[config.mk]
export PLATFORM = sky130hd
export DESIGN_NAME = field_packer
export DESIGN_NICKNAME = d
export VERILOG_FILES = /design/src/rtl/field_packer_pkg.sv /design/src/rtl/field_packer_outreg.sv /design/src/rtl/field_packer.sv
export SDC_FILE = /design/constraint.sdc
export NUM_CORES = 1
export LEC_CHECK = 0
export CAP_MARGIN = 30
export CORE_ASPECT_RATIO = 0.6
export CORE_MARGIN = 3
export CORE_UTILIZATION = 52
export DETAILED_ROUTE_END_ITERATION = 10
export PLACE_DENSITY = 0.92
export SYNTH_ARGS = -nofsm -noshare
export SYNTH_HDL_FRONTEND = slang
export SYNTH_SLANG_ARGS = --single-unit
[constraint.sdc]
create_clock -name i_clk -period 2.4 [get_ports i_clk]
set_clock_uncertainty 0.15 [all_clocks]
set_input_delay 0.48 -clock i_clk [delete_from_list [all_inputs] [get_ports i_clk]]
set_output_delay 0.48 -clock i_clk [all_outputs]
set_load 0.02 [all_outputs]
[src/rtl/field_packer_pkg.sv]
// Shared types and helpers for the field packer.
package field_packer_pkg;

  typedef enum logic {
    FILL = 1'b0,
    FULL = 1'b1
  } state_e;

  // Bits needed to count 0..n_fields-1; never narrower than one bit.
  function automatic int cnt_width(input int n_fields);
    return (n_fields > 1) ? $clog2(n_fields) : 1;
  endfunction

endpackage

[src/rtl/field_packer_outreg.sv]
// Single-entry valid/ready holding register for the packed output word.
// FIELD_PACKER_LAST_EN adds the last flag and field count beside the data.
//
// state | meaning
// FILL  | output register empty, o_out_valid low
// FULL  | packed word held until the consumer takes it
module field_packer_outreg
  import field_packer_pkg::*;
#(
  parameter int WIDTH = 64
`ifdef FIELD_PACKER_LAST_EN
  ,
  parameter int NF_W = 3
`endif
) (
  input  logic             clk,
  input  logic             rst_n,
  input  logic             load_valid,
  output logic             load_ready,
  input  logic [WIDTH-1:0] load_data,
`ifdef FIELD_PACKER_LAST_EN
  input  logic             load_last,
  input  logic [NF_W-1:0]  load_nfields,
  output logic             out_last,
  output logic [NF_W-1:0]  out_nfields,
`endif
  output logic             out_valid,
  input  logic             out_ready,
  output logic [WIDTH-1:0] out_data
);

  state_e state, next_state;
  logic   load;

  assign load_ready = (state == FILL) || out_ready;
  assign load       = load_valid && load_ready;
  assign out_valid  = (state == FULL);

  always_ff @(posedge clk) begin
    if (!rst_n) state <= FILL;
    else        state <= next_state;
  end

  // A drain and a load in the same cycle keep the register full.
  always_comb begin
    next_state = state;
    case (state)
      FILL:    if (load) next_state = FULL;
      FULL:    if (out_ready && !load) next_state = FILL;
      default: next_state = FILL;
    endcase
  end

  always_ff @(posedge clk) begin
    if (!rst_n) begin
      out_data    <= '0;
`ifdef FIELD_PACKER_LAST_EN
      out_last    <= 1'b0;
      out_nfields <= '0;
`endif
    end else if (load) begin
      out_data    <= load_data;
`ifdef FIELD_PACKER_LAST_EN
      out_last    <= load_last;
      out_nfields <= load_nfields;
`endif
    end
  end

endmodule

[src/rtl/field_packer.sv]
// Packs N_FIELDS consecutive FIELD_W-bit fields into one word, first field in the MSBs.
// FIELD_PACKER_LAST_EN enables early flush on i_in_last with PAD_VALUE fill.
module field_packer
  import field_packer_pkg::*;
#(
  parameter int                 FIELD_W   = 16,
  parameter int                 N_FIELDS  = 4,
  parameter logic [FIELD_W-1:0] PAD_VALUE = '0
) (
  input  logic                          i_clk,
  input  logic                          i_rst_n,
  input  logic                          i_in_valid,
  output logic                          o_in_ready,
  input  logic [FIELD_W-1:0]            i_in_data,
`ifdef FIELD_PACKER_LAST_EN
  input  logic                          i_in_last,
  output logic                          o_out_last,
  output logic [$clog2(N_FIELDS+1)-1:0] o_out_nfields,
`endif
  output logic                          o_out_valid,
  input  logic                          i_out_ready,
  output logic [N_FIELDS*FIELD_W-1:0]   o_out_data
);

  localparam int               CNT_W    = cnt_width(N_FIELDS);
  localparam int               OUT_W    = N_FIELDS * FIELD_W;
  localparam logic [CNT_W-1:0] LAST_IDX = CNT_W'(N_FIELDS - 1);
`ifdef FIELD_PACKER_LAST_EN
  localparam int               NF_W     = $clog2(N_FIELDS + 1);
`endif

  logic [CNT_W-1:0]   count;
  logic [FIELD_W-1:0] acc [N_FIELDS];
  logic               completes;
  logic               accept;
  logic               out_load_ready;
  logic [OUT_W-1:0]   packed_word;

`ifdef FIELD_PACKER_LAST_EN
  assign completes = (count == LAST_IDX) || i_in_last;
`else
  assign completes = (count == LAST_IDX);
`endif

  // Only a completing field can stall, and only while the output is held.
  assign o_in_ready = !completes || out_load_ready;
  assign accept     = i_in_valid && o_in_ready;

  // Earlier fields from the accumulator, the current field live, padding below it.
  always_comb begin
    packed_word = '0;
    for (int j = 0; j < N_FIELDS; j++) begin
      if (j < int'(count))
        packed_word[OUT_W-1-j*FIELD_W -: FIELD_W] = acc[j];
      else if (j == int'(count))
        packed_word[OUT_W-1-j*FIELD_W -: FIELD_W] = i_in_data;
      else
        packed_word[OUT_W-1-j*FIELD_W -: FIELD_W] = PAD_VALUE;
    end
  end

  always_ff @(posedge i_clk) begin
    if (!i_rst_n) begin
      count <= '0;
      for (int j = 0; j < N_FIELDS; j++) acc[j] <= '0;
    end else if (accept) begin
      if (completes) begin
        count <= '0;
        for (int j = 0; j < N_FIELDS; j++) acc[j] <= '0;
      end else begin
        count      <= count + CNT_W'(1);
        acc[count] <= i_in_data;
      end
    end
  end

  field_packer_outreg #(
    .WIDTH (OUT_W)
`ifdef FIELD_PACKER_LAST_EN
    ,
    .NF_W  (NF_W)
`endif
  ) u_outreg (
    .clk          (i_clk),
    .rst_n        (i_rst_n),
    .load_valid   (i_in_valid && completes),
    .load_ready   (out_load_ready),
    .load_data    (packed_word),
`ifdef FIELD_PACKER_LAST_EN
    .load_last    (i_in_last),
    .load_nfields (NF_W'(count) + NF_W'(1)),
    .out_last     (o_out_last),
    .out_nfields  (o_out_nfields),
`endif
    .out_valid    (o_out_valid),
    .out_ready    (i_out_ready),
    .out_data     (o_out_data)
  );

endmodule

==> metrics.csv <==
stage,metric,value,unit
synth,seq_area_frac_synth,59.9,%
sta,timing.hold.ws,0.322,ns
synth,yosys_warn_count,0,
worst_setup_path,ff2ff_setup_slack,0.49,ns
sta,relSlewSlack,61.1,%
synth,post-synth-top-area-fraction,31.1,%
global_routing,grt_max_degree,69,
layout,number_of_inserted_diodes,0,
sta,fmaxAchievable,467,MHz
floorplan,chipHeight,79.2,um
synth,postSynthNetCount,447,
sta,period_needed,2.14,ns
clock_network,htree_num_levels,4,
hold_path,min-delay-path-class,reg2reg,
power_and_ir_drop,p_switching,0.988,mW
sta,count_of_endpoints_failing_hold_in_the_final_timing_report,0,
layout,nets,526,
sta,rsz_0062_raised_after_global_routing,no,
clock_network,clk_pin_slew_worst_paths,0.05,ns
routing,drc,0,
routing,drtIter0Drc,310,
placed_design,hpwl_after_detailed_placement,7.29,mm
clock_network,cts.hold.buffers_added,0,
worst_setup_path,critical_path_arrival,1.51,ns
synth,synthesis.instances,423,
placed_design,numPlacedInstances,595,
synth,mappedNetlistArea,4640,sq um
status,status,finished clean,
synth,yosysUniqueCellTypes,23,
global_routing,first_pass_grt_wire_length,18.0,mm
worst_setup_path,critical_path_class,reg2out,
global_routing,grt_pass1_vias,3533,
routing,number_of_iterations_in_the_first_detailed_routing_pass,6,
layout,final-instance-count-excl-fill,627,
sta,setup_slack,0.259,ns
clock_network,tritoncts,done,
power_and_ir_drop,peakVddDrop,0.577,mV
power_and_ir_drop,switching_share,21.0,%
routing,avgViaCountPerCell,5.75,
worst_setup_path,cp-start-kind,flop,
layout,most_common_cell_after_layout_fill_and_taps_aside,sky130_fd_sc_hd__clkdlybuf4s50_1,
worst_setup_path,path_max_fanout,5,
sta,finalCritPeriodShare,89.2,%
floorplan,core_area,8590,sq um
power_and_ir_drop,power_per_cell_area,770,nW/um^2
clock_network,clkLatencyLatePin,0.42,ns
layout,layout.cells.most_common_list,"sky130_fd_sc_hd__clkdlybuf4s50_1 (83), sky130_fd_sc_hd__dfxtp_1 (67), sky130_fd_sc_hd__o21ai_0 (65)",
worst_setup_path,timing.critical_path.required,1.77,ns
clock_network,master_cell_of_the_clock_root_buffer,sky130_fd_sc_hd__clkbuf_16,
clock_network,clock-sinks,115,
global_routing,grt-ovfl-total,0,
power_and_ir_drop,combinationalPowerShare,4.9,%
floorplan,start_util,54.1,%
synth,synthesis.area_per_instance,11.0,sq um
sta,tightestPinTransition,0.583,ns
routing,vias,3605,
placed_design,place.port_buffers,85,
hold_path,holdCritStartpoint,u_outreg.out_data[15],
floorplan,die_w,128,um
clock_network,cts-root-to-sink-buffers,2,
floorplan,row_count,26,
placed_design,gpl.final_weighted_congestion,0.843,
routing,avgRoutedWirePerCell,18.1,um
synth,synth_seq_cells,115,
synth,synth_area_leaders,"sky130_fd_sc_hd__edfxtp_1 (31%), sky130_fd_sc_hd__dfxtp_1 (29%), sky130_fd_sc_hd__a21boi_1 (8.1%), sky130_fd_sc_hd__o21ai_0 (7.0%), sky130_fd_sc_hd__nand3_1 (6.9%)",
global_routing,number_of_antenna_violations_at_the_first_check_in_global_routing,0,
power_and_ir_drop,leakagePower,2.14,nW
routing,drt-total-wl,11.4,mm
flow_run,max_cap_viol_count,0,
layout,drive_gt1_share,9.71,%
worst_setup_path,worst_setup_path_startpoint,count[0],
placed_design,pre_cts_slack,-0.0104,ns
clock_network,cts_inserted_buffers,17,
layout,synthToLayoutAreaGrowth,31.3,%
power_and_ir_drop,intPower,3.71,mW
global_routing,track_usage,23.6,%
worst_setup_path,rr_startpoint,count[0],
floorplan,ioPinCount,86,
worst_setup_path,worst_setup_path_end_kind,output port,
sta,finalSetupViolations,0,
floorplan,fp.dieArea,10100,sq um
sta,finalMaxSlewViolations,0,
routing,drtAntennaViolNets,0,
synth,synth.largest_area_cell,sky130_fd_sc_hd__edfxtp_1,
power_and_ir_drop,seq_power_share,45.5,%
power_and_ir_drop,share_clk_of_total_power,49.6,%
-- worst paths after layout --
check,cells after the start,to
setup / recovery,3,o_in_ready
hold / removal,2,u_outreg.out_data[15]
setup reg to reg,5,acc[2][6]
hold reg to reg,2,u_outreg.out_data[15]
-- critical path, stage by stage (launching register included) --
cell	delay, ns
sky130_fd_sc_hd__dfxtp_1	0.40
sky130_fd_sc_hd__ha_1	0.28
sky130_fd_sc_hd__nand2_1	0.09
sky130_fd_sc_hd__dlygate4sd2_1	0.33
-- metrics by stage --
step	setup TNS (ns)	power, mW	area [sq um]	util, %
6_report	0	4.70	6100	71.0
3_5_place_dp	-0.0104	2.40	5550	64.6
3_3_place_gp	0	2.39	5550	64.6
4_1_cts	0	4.73	6100	71.0
2_1_floorplan	0	2.29	4640	-
5_1_grt	0	4.85	6100	71.0
-- power by group through the flow --
stage	clock, mW	combinational (mW)	sequential (mW)
5_1_grt	2.46	0.248	2.14
4_1_cts	2.36	0.230	2.14
3_5_place_dp	0	0.228	2.17
2_1_floorplan	0	0.108	2.18
3_3_place_gp	0	0.221	2.17
6_report	2.33	0.231	2.14
-- synth_stat cells (all sizes together) --
| master | instances |
|---|---|
| and2 | 49 |
| and3 | 3 |
| ha | 4 |
| buf | 26 |
| clkbuf | 16 |
| nand3b | 3 |
| nor2b | 2 |
| nand2b | 1 |
| a21boi | 66 |
| a21oi | 1 |
| edfxtp | 48 |
| inv | 2 |
| o21ai | 65 |
| nand2 | 5 |
| mux2i | 1 |
| dfxtp | 67 |
| nand3 | 64 |
-- state kept, by name, summed over array words and instances, names as in the netlist --
signal              cells
u_outreg.out_data      64
acc                    48
count                   2
u_outreg.out_valid      1
-- logic make-up (layout without fill, tap and decap cells) --
family,count (synthesis),count (layout),share of synthesized area [%]
adder cells (fa/ha/maj),4,4,1.08
AND/OR/NAND/NOR,127,127,15.5
AO/OA/AOI/OAI,132,132,17.8
multiplexers,1,1,0.216
buffers and inverters,44,136,5.50
flip-flops,115,115,59.9
-- area by class of cell --
class                           count  area, sq um
Sequential cell                   115         2780
Fill cell                         624         2490
Multi-Input combinational cell    264         1610
Timing Repair Buffer              102         1010
Clock buffer                       18          429
Tap cell                          112          140
Clock inverter                     14          120
Inverter                            2         7.51
-- per-layer routing --
| layer | track usage (%) | routed length [um] |
|---|---|---|
| met2 | 33.9 | 5180 |
| met3 | 9.01 | 1170 |
| met5 | 0 | 0 |
| met4 | 12.9 | 252 |
| met1 | 30.9 | 4770 |
-- what timing repair did --
action / 4_1_cts / 5_1_grt
setup buffers: 0 / 0
gates resized for setup: 1 / 0
setup endpoints to repair: 1 / 0
Power figures use the tool's default switching activity.
